`config.mk`:
```
export PLATFORM = sky130hd
export DESIGN_NAME = multi_phase_occ
export DESIGN_NICKNAME = d
export VERILOG_FILES = /design/src/rtl/occ_pkg.sv /design/src/rtl/occ_serial_divider.sv /design/src/rtl/multi_phase_occ.sv
export SDC_FILE = /design/constraint.sdc
export NUM_CORES = 2
export LEC_CHECK = 0
export ABC_AREA = 1
export BUFFER_PORTS_ARGS = -buffer_cell sky130_fd_sc_hd__buf_2
export CORE_UTILIZATION = 60
export CTS_BUF_LIST = sky130_fd_sc_hd__clkbuf_4 sky130_fd_sc_hd__clkbuf_8
export DETAILED_ROUTE_END_ITERATION = 6
export PLACE_DENSITY = 0.8
export SKIP_CTS_REPAIR_TIMING = 1
export SLEW_MARGIN = 20
export SYNTH_ARGS = -nofsm -noshare
export SYNTH_HDL_FRONTEND = slang
export SYNTH_HIERARCHICAL = 1
export SYNTH_SLANG_ARGS = --single-unit
```
`constraint.sdc`:
```
create_clock -name clk -period 10.25 [get_ports clk]
set_clock_uncertainty 0.2 [all_clocks]
set_input_delay 0.5125 -clock clk [delete_from_list [all_inputs] [get_ports clk]]
set_output_delay 0.5125 -clock clk [all_outputs]
set_load 0.02 [all_outputs]
```
`src/rtl/occ_pkg.sv`:
```
// Shared constants, engine state encoding and helpers for
// the multi-phase one-cycle current controller.
package occ_pkg;

   localparam longint SCALE = 1_000_000;

   typedef enum logic [2:0] {
      ST_IDLE,
      ST_CAP,
      ST_MUL1,
      ST_MUL2,
      ST_DIV,
      ST_OUT
   } occ_state_e;

   // trigger-to-strobe latency of the shared engine
   function automatic int lat(input int num_w);
      return num_w + 4;
   endfunction

   function automatic int ch_lsb(input int k);
      return 16 * k;
   endfunction

endpackage

```
`src/rtl/occ_serial_divider.sv`:
```
// Restoring unsigned divider, one quotient bit per clock.
// The start cycle already performs the first iteration.
import occ_pkg::*;

module occ_serial_divider #(
   parameter int W = 48
) (
   input  logic         clk,
   input  logic         rst_n,
   input  logic         start,
   input  logic [W-1:0] numer,
   input  logic [W-1:0] denom,
   output logic         done,
   output logic [W-1:0] quotient
);

   localparam int CW = $clog2(W);

   logic [W-1:0]  r_rem;
   logic [W-1:0]  r_q;
   logic [W-1:0]  r_den;
   logic [CW-1:0] r_cnt;
   logic          r_busy;

   logic [W-1:0]  w_rem_in;
   logic [W-1:0]  w_q_in;
   logic [W-1:0]  w_den;
   logic [W:0]    w_try;
   logic [W:0]    w_diff;
   logic          w_sub;

   always_comb begin
      w_rem_in = start ? '0 : r_rem;
      w_q_in   = start ? numer : r_q;
      w_den    = start ? denom : r_den;
      w_try    = {w_rem_in, w_q_in[W-1]};
      w_diff   = w_try - {1'b0, w_den};
      w_sub    = ~w_diff[W];
   end

   assign done     = r_busy && (r_cnt == '0);
   assign quotient = r_q;

   always_ff @(posedge clk or negedge rst_n) begin
      if (!rst_n) begin
         r_rem  <= '0;
         r_q    <= '0;
         r_den  <= '0;
         r_cnt  <= '0;
         r_busy <= 1'b0;
      end else if (start || r_busy) begin
         r_den <= w_den;
         r_rem <= w_sub ? w_diff[W-1:0] : w_try[W-1:0];
         r_q   <= {w_q_in[W-2:0], w_sub};
         if (start) begin
            r_busy <= 1'b1;
            r_cnt  <= CW'(W - 2);
         end else begin
            r_cnt <= r_cnt - CW'(1);
            if (r_cnt == '0)
               r_busy <= 1'b0;
         end
      end
   end

endmodule

```
`src/rtl/multi_phase_occ.sv`:
```
// N-channel phase-interleaved one-cycle current controller:
// period counter, capture, pipelined multiply, serial divide, clamp.
import occ_pkg::*;

module multi_phase_occ #(
   parameter int N_CH      = 2,
   parameter int VIN       = 120,
   parameter int L_NH      = 3300,
   parameter int FS_KHZ    = 250,
   parameter int TS_CLK    = 400,
   parameter int T_MAX     = 200,
   parameter int I_CH_MAX  = 50,
   parameter int ERR_FLOOR = -5,
   parameter int NUM_W     = 48
) (
   input  logic                 clk,
   input  logic                 rst_n,
   input  logic                 en,
   input  logic [16*N_CH-1:0]   sample_current,
   input  logic [15:0]          sample_voltage,
   input  logic [15:0]          i_set,
   output logic [15:0]          phase_cnt,
   output logic [16*N_CH-1:0]   t_on,
   output logic [N_CH-1:0]      t_on_valid,
   output logic [N_CH-1:0]      sat,
   output logic                 vgap_fault,
   output logic                 overrun
);

   localparam int SPACING = TS_CLK / N_CH;
   localparam int CH_SH   = $clog2(N_CH);
   localparam int CW      = (N_CH > 1) ? $clog2(N_CH) : 1;

   localparam logic signed [63:0] K_SC  = SCALE;
   localparam logic signed [63:0] K_VIN = 64'(VIN);
   localparam logic signed [63:0] K_TS  = 64'(TS_CLK);
   localparam logic signed [63:0] K_ERR =
      64'(longint'(2) * VIN * L_NH * FS_KHZ);
   localparam logic signed [63:0] K_DEN =
      64'(longint'(2) * VIN * SCALE);
   localparam logic signed [17:0] K_FLOOR = 18'(ERR_FLOOR);

   if (SPACING <= lat(NUM_W)) begin : g_lat_chk
      $error("phase spacing must exceed engine latency");
   end

   occ_state_e              r_state;
   logic [15:0]             r_phase;
   logic [CW-1:0]           r_ch;
   logic [15:0]             r_vg;
   logic signed [17:0]      r_err;
   logic signed [63:0]      r_p1;
   logic signed [63:0]      r_p2;
   logic [NUM_W-1:0]        r_den;
   logic signed [NUM_W-1:0] r_num;
   logic [16*N_CH-1:0]      r_ton;
   logic [N_CH-1:0]         r_tv;
   logic [N_CH-1:0]         r_sat;
   logic                    r_vf;
   logic                    r_ovr;

   logic                    w_trig;
   logic [CW-1:0]           w_trig_ch;
   logic signed [15:0]      w_cur;
   logic [15:0]             w_id;
   logic [15:0]             w_iset_sh;
   logic [15:0]             w_iref;
   logic signed [17:0]      w_err_raw;
   logic signed [17:0]      w_err;
   logic signed [63:0]      w_vg;
   logic signed [63:0]      w_vdiff;
   logic signed [63:0]      w_errx;
   logic signed [NUM_W-1:0] w_num;
   logic                    w_start;
   logic                    w_div_done;
   logic [NUM_W-1:0]        w_q;

   always_comb begin
      w_trig    = 1'b0;
      w_trig_ch = '0;
      for (int k = 0; k < N_CH; k++) begin
         if (r_phase == 16'(k * SPACING)) begin
            w_trig    = en;
            w_trig_ch = CW'(k);
         end
      end
   end

   always_comb begin
      w_cur     = sample_current[ch_lsb(int'(r_ch)) +: 16];
      w_id      = w_cur[15] ? 16'd0 : 16'(w_cur);
      w_iset_sh = i_set >> CH_SH;
      w_iref    = (w_iset_sh > 16'(I_CH_MAX)) ?
                  16'(I_CH_MAX) : w_iset_sh;
      w_err_raw = signed'({2'b00, w_iref}) - signed'({2'b00, w_id});
      w_err     = (w_err_raw < K_FLOOR) ? K_FLOOR : w_err_raw;
      w_vg      = {48'd0, r_vg};
      w_vdiff   = K_VIN - w_vg;
      w_errx    = {{46{r_err[17]}}, r_err};
      w_num     = NUM_W'((r_p1 * K_SC + r_p2) * K_TS);
      w_start   = en && (r_state == ST_MUL2);
   end

   occ_serial_divider #(
      .W (NUM_W)
   ) u_div (
      .clk      (clk),
      .rst_n    (rst_n),
      .start    (w_start),
      .numer    (w_num),
      .denom    (r_den),
      .done     (w_div_done),
      .quotient (w_q)
   );

   always_ff @(posedge clk or negedge rst_n) begin
      if (!rst_n) begin
         r_state <= ST_IDLE;
         r_phase <= '0;
         r_ch    <= '0;
         r_vg    <= '0;
         r_err   <= '0;
         r_p1    <= '0;
         r_p2    <= '0;
         r_den   <= '0;
         r_num   <= '0;
         r_ton   <= '0;
         r_tv    <= '0;
         r_sat   <= '0;
         r_vf    <= 1'b0;
         r_ovr   <= 1'b0;
      end else begin
         r_tv <= '0;
         r_vf <= 1'b0;
         if (!en)
            r_phase <= '0;
         else if (r_phase == 16'(TS_CLK - 1))
            r_phase <= '0;
         else
            r_phase <= r_phase + 16'd1;

         if (!en) begin
            r_state <= ST_IDLE;
            r_ton   <= '0;
            r_sat   <= '0;
            r_ovr   <= 1'b0;
         end else begin
            if (w_trig && (r_state != ST_IDLE))
               r_ovr <= 1'b1;
            unique case (r_state)
               ST_IDLE: begin
                  if (w_trig) begin
                     r_ch    <= w_trig_ch;
                     r_state <= ST_CAP;
                  end
               end
               ST_CAP: begin
                  r_vg    <= sample_voltage;
                  r_err   <= w_err;
                  r_state <= ST_MUL1;
               end
               ST_MUL1: begin
                  r_p1    <= w_vg * w_vdiff;
                  r_p2    <= K_ERR * w_errx;
                  r_den   <= NUM_W'(K_DEN * w_vdiff);
                  r_state <= ST_MUL2;
               end
               ST_MUL2: begin
                  r_num   <= w_num;
                  r_state <= ST_DIV;
               end
               ST_DIV: begin
                  if (w_div_done)
                     r_state <= ST_OUT;
               end
               ST_OUT: begin
                  r_state    <= ST_IDLE;
                  r_tv[r_ch] <= 1'b1;
                  // gap at or above the rail makes den meaningless
                  if (r_vg >= 16'(VIN)) begin
                     r_ton[ch_lsb(int'(r_ch)) +: 16] <= '0;
                     r_vf <= 1'b1;
                  end else if (r_num[NUM_W-1] || (r_num == '0)) begin
                     r_ton[ch_lsb(int'(r_ch)) +: 16] <= '0;
                  end else if (w_q > NUM_W'(TS_CLK)) begin
                     r_ton[ch_lsb(int'(r_ch)) +: 16] <= '0;
                     r_sat[r_ch] <= 1'b1;
                  end else if (w_q > NUM_W'(T_MAX)) begin
                     r_ton[ch_lsb(int'(r_ch)) +: 16] <= 16'(T_MAX);
                  end else begin
                     r_ton[ch_lsb(int'(r_ch)) +: 16] <= w_q[15:0];
                  end
               end
               default: r_state <= ST_IDLE;
            endcase
         end
      end
   end

   assign phase_cnt  = r_phase;
   assign t_on       = r_ton;
   assign t_on_valid = r_tv;
   assign sat        = r_sat;
   assign vgap_fault = r_vf;
   assign overrun    = r_ovr;

endmodule

```
# Yosys cells after proc, flatten, opt, wreduce, memory -nomap -nowiden
# Cells that the tools add are included.
[totals]
register_bits = 446
output_inout_bits = 54
elab_cells = 120
input_bits = 67
[classes]
add_sub_neg = 7
muxes = 42
n_reduce_logical = 19
shifts = 5
order_cmp = 7
bitwise = 2
multipliers = 5
n_eq_ne = 14
[ops]
columns = ["operator", "count"]
rows = [
  ["two-way mux 32 bit", 6],
  ["two-way mux 48 bit", 4],
  ["bitwise mux 32 bit", 3],
  ["indexed part select 16 x 33 -> 32 bit (first input constant)", 2],
  ["adder 64 bit", 1],
  ["multiplier 64 x 15 -> 58 bit (second input constant)", 1],
  ["multiplier 64 x 6 -> 44 bit (second input constant)", 1],
  ["subtractor 49 x 48 -> 49 bit", 1],
  ["> comparator 48 x 8 -> 1 bit (second input constant)", 1],
  ["> comparator 48 x 9 -> 1 bit (second input constant)", 1],
  ["logical NOT 48 bit", 1],
  ["multiplier 22 x 18 -> 40 bit (first input constant)", 1],
  ["multiplier 19 x 17 -> 36 bit (first input constant)", 1],
  ["multiplier 17 x 17 -> 34 bit", 1],
  ["negation 5 -> 33 bit", 1],
  ["variable shift 16 x 33 -> 32 bit (first input constant)", 1],
  ["indexed part select 16 x 33 -> 32 bit", 1],
  ["two-way mux 16 bit", 2],
  ["indexed part select 32 x 6 -> 16 bit", 1],
  ["two-way mux 15 bit", 2],
  ["two-way mux 18 bit", 1],
  ["subtractor 7 x 16 -> 17 bit (first input constant)", 1],
  ["adder 16 x 1 -> 16 bit (second input constant)", 1],
  ["== test 16 x 8 -> 1 bit (second input constant)", 1],
  ["33 further kinds", 64],
]

# Logic depth before layout (Yosys ltp)
[depth]
depth_word = 10
depth_mapped = 76
ltp_nobuf = 75

# By module
# The synthesis kept the hierarchy.
[by_module_without_submodules]
columns = ["module", "cells_each", "area_each_um2", "n_inst"]
rows = [
  ["multi_phase_occ", 5678, 45641.3, 1],
  ["occ_serial_divider", 1551, 10695.3, 1],
]

# Worst setup path after synthesis
# Ideal clock, no wire load.
[synth_timing]
path_type = "reg-to-reg"
startpoint = "reg r_p1[8]"
endpoint = "reg u_div.r_rem[14]"
required_time_ps = 9933
period_less_slack_ps = 10851
setup_slack_ps = -601
path_stages_with_launch = 68
setup_time_ps = 117
t_arrival_ps = 10534
cell_sequence = "dfrtp_1 > ha_1 > inv_1 > fa_1 > inv_1 > fa_1 > inv_1 > fa_1 > inv_1 > fa_1 > ha_1 > ha_1 > nand2_1 > nor2_1 > nand2_1 > o21ai_0 > nand3_1 > nand2_1 > [... 32 more ...] > fa_1 > nand2_1 > nand2_1 > nand3_1 > nand3_1 > nand2_1 > nand2_1 > nand3b_1 > nand2_2 > nand2_2 > nand3_2 > nand2_4 > nand2_8 > buf_6 > nand2_1 > nand2_1 > nand2_1 > nand2_1"
[synth_via]
elab_chain_cells = 6
[synth_rtl]
columns = ["item", "line_no", "rtl"]
rows = [
  ["start: declaration", "multi_phase_occ.sv:52", "logic signed [63:0] r_p1;"],
  ["start signal: assignment", "multi_phase_occ.sv:163", "r_p1 <= w_vg * w_vdiff;"],
  ["multiplier 64 x 15 -> 58 bit", "multi_phase_occ.sv:100", "w_num = NUM_W'((r_p1 * K_SC + r_p2) * K_TS);"],
  ["adder 64 bit", "multi_phase_occ.sv:100", ""],
  ["multiplier 64 x 6 -> 44 bit", "multi_phase_occ.sv:100", ""],
  ["named net w_num[47]", "multi_phase_occ.sv:73", "logic signed [NUM_W-1:0] w_num;"],
  ["two-way mux 48 bit", "occ_serial_divider.sv:34", "w_q_in = start ? numer : r_q;"],
  ["subtractor 49 x 48 -> 49 bit", "occ_serial_divider.sv:37", "w_diff = w_try - {1'b0, w_den};"],
  ["two-way mux 48 bit", "occ_serial_divider.sv:53", "r_rem <= w_sub ? w_diff[W-1:0] : w_try[W-1:0];"],
  ["end signal: assignment", "occ_serial_divider.sv:53", ""],
  ["end: declaration", "occ_serial_divider.sv:19", "logic [W-1:0] r_rem;"],
]
# The timed path passes the listed nets, and every way through them passes these cells.
# A chain may end at the register's enable or synchronous reset.

# Final worst setup path
[layout_timing]
startpoint = "reg r_p1[1]"
endpoint = "reg u_div.r_rem[43]"
# The elaborated chain is that of the path after synthesis.

==> run metrics <==
status finished, violations left; failing checks DRC, setup timing; Setup WS pre-CTS -0.880 ns; Worst-Skew Late Latency between 0.7 and 0.8 ns; critical path startpoint r_p1[1]; root buffer cell clkbuf_8; drt first pass iters 7; Buffers on Ports about 120; Die Area 0.0951 mm²; layout cell share with drive strength beyond 1 a little over an eighth; Synth top cells by count nand2_1 (1656), inv_1 (1500), ha_1 (824), fa_1 (591), nor2_1 (499); Largest stage delay, worst path slightly below 0.6 ns; Fillers between 7k and 8k; die height ~310 µm; Slowest-stage cell, CP fa_1; die width 308 µm; 1st-iter DRT viols ~3.7k; Mean Syn Cell Area just under 8 µm²; CTS Sinks 385; post-synth top area share a little over a fifth; hold path startpoint i_set[1]; CTS tree done; asr flop ratio synth 100%; buffer depth of the longest clock path 3; Slew Limit Headroom 31.4%; dominant cell type by area after synthesis fa_1; initial antenna violation count 1; final WL roughly 160000 µm; Final #Nets 9222; most frequent CP cell nand2_1; Placer Congestion about 0.99; synth warn 6; vias between 40k and 50k; Final Util just under 70%; Post-Place Cell Area between 0.06 and 0.07 mm²; data arrival time of the critical path roughly 11 ns; hold-critical path depth 4; WL met2 approximately 74000 µm; GRT Util Overall between 30% and 40%; Synth area leaders fa_1 (21%), ha_1 (18%), dfrtp_1 (17%), nand2_1 (11%), inv_1 (10%); Register-to-Register Setup Slack -0.68 ns; post-synthesis cell area about 0.056 mm²; vias in the first global route between 40k and 50k; count leader, synth nand2_1; Min-Delay Endpoint r_err[0]; H-tree levels 3; Final setup viols slightly below 50; WL/cell between 15 and 20 µm; I/O pins approximately 120; WP data required approximately 11 ns; fin crit share 107%; met3 WL 10500 µm; predominant post-synthesis flop cell dfrtp_1; min cycle time layout roughly 11 ns; clk slew on worst S/H paths 0.06 ns; design area 0.0645 mm²; EDFF count, synth 0; final number of hold-violating endpoints 0; hold crit path type in -> reg; reg2reg path depth 65; fin. max-slew vios 0; R2R Path End u_div/r_rem[43]; area grow syn2layout 14.6%; crit path launch type flip-flop; first-pass GRT wire length roughly 250000 µm; Max Cap Viol 0; largest net degree at the start of global routing 180; M1 WL 68600 µm; DRC Markers 10; grt ovf 0; final worst slack -0.677 ns; Core Region slightly above 0.09 mm²; reg2reg start r_p1[1]; register bit total from synthesis 385; Initial Utilization between 60% and 70%; Max Clk Rate 91.5 MHz; Slew @ Worst Pin 1.03 ns; vias per cell 5.45; critical path capture point type flip-flop; post-route ant nets 0; RSZ-0062 raised after global routing yes; part of the Yosys area used for sequential elements between 10% and 20%; DR top layer met4; CP Max Fanout 4; cts bufs inserted 73; critical path class reg -> reg; row count between 100 and 150; post-synth cell types between 70 and 80; Mapped Cells 7229; Final HPWL DP 129000 µm
routing by layer:
layer  vias to the layer above  GRT usage (%)
met5                         -              0
met4                         0           13.4
met3                       396           4.53
met2                      1788           54.2
met1                     23500           45.4
li1                      23600              -
worst max path at each step:
stage / endpoint
floorplan: u_div/r_rem[14]
CTS: u_div/r_rem[11]
finish: u_div/r_rem[43]
global route: u_div/r_rem[6]
global placement: u_div/r_rem[20]
detailed placement: u_div/r_rem[11]
worst max-delay path, delay by kind of cell (launching register included):
family	cells	cell delay (ns)
adder cells (fa/ha/maj)	13	4.57
AND/OR/NAND/NOR	34	3.32
flip-flops	1	0.46
multiplexers	1	0.06
XOR/XNOR	1	0.16
buffers and inverters	13	1.49
AO/OA/AOI/OAI	3	0.56
cell families after synthesis:
| family | Yosys count | synth area share (%) |
|---|---|---|
| xor+xnor | 197 | 3.08 |
| compound gates | 822 | 8.55 |
| simple gates | 2748 | 20.7 |
| mux | 2 | 0.0355 |
| fa+ha+maj | 1415 | 39.3 |
| flops | 385 | 17.1 |
| buf+inv | 1659 | 11.3 |
| other cells | 1 | 0.00666 |
registers in the layout, summed over array words and instances (netlist names), 32 cells and up:
| signal | flops |
|---|---|
| r_num | 38 |
| r_p2 | 37 |
| r_p1 | 34 |
| u_div/quotient | 48 |
| r_den | 35 |
| t_on | 32 |
| u_div/r_rem | 48 |
| u_div/r_den | 48 |
cell type report:
class | instances | area, µm² | share of cell area [%]
Antenna cell | 1 | 2.50 | 0.00388
Clock buffer | 106 | 1350 | 2.10
Clock inverter | 23 | 262 | 0.405
Inverter | 1523 | 5720 | 8.86
Multi-Input combinational cell | 5213 | 42100 | 65.2
Sequential cell | 385 | 9640 | 14.9
Tap cell | 1254 | 1570 | 2.43
Timing Repair Buffer | 544 | 3930 | 6.08
per-stage QoR:
stage	hold WS, ns	TNS (ns)	instances
after floorplan	0.0169	0	7257
after global placement	0.249	-25.47	8871
after detailed placement	0.258	-40.65	8871
after CTS	-0.371	-43.95	9000
after global routing	0.110	-55.44	9049
final	0.0993	-28.07	9049
layout by cell type, fill, tap and decap left out, drive strengths merged, types with 29 or more instances in the layout:
cell type,Yosys,layout
nand2,1683,1683
inv,1516,1521
ha,824,824
fa,591,591
buf,38,525
nor2,516,516
dfrtp,385,385
a21oi,291,291
o21ai,289,289
nand3,275,275
xor2,135,135
clkbuf,98,107
nor3,79,79
or2,78,78
xnor2,62,62
nand4,48,48
o221ai,47,47
a21o,40,40
a31oi,34,34
o21bai,33,33
conb,1,29
Power is left out: the tool's default activity adds up to more than one toggle a clock period on the data nets, which glitch-free logic cannot reach.
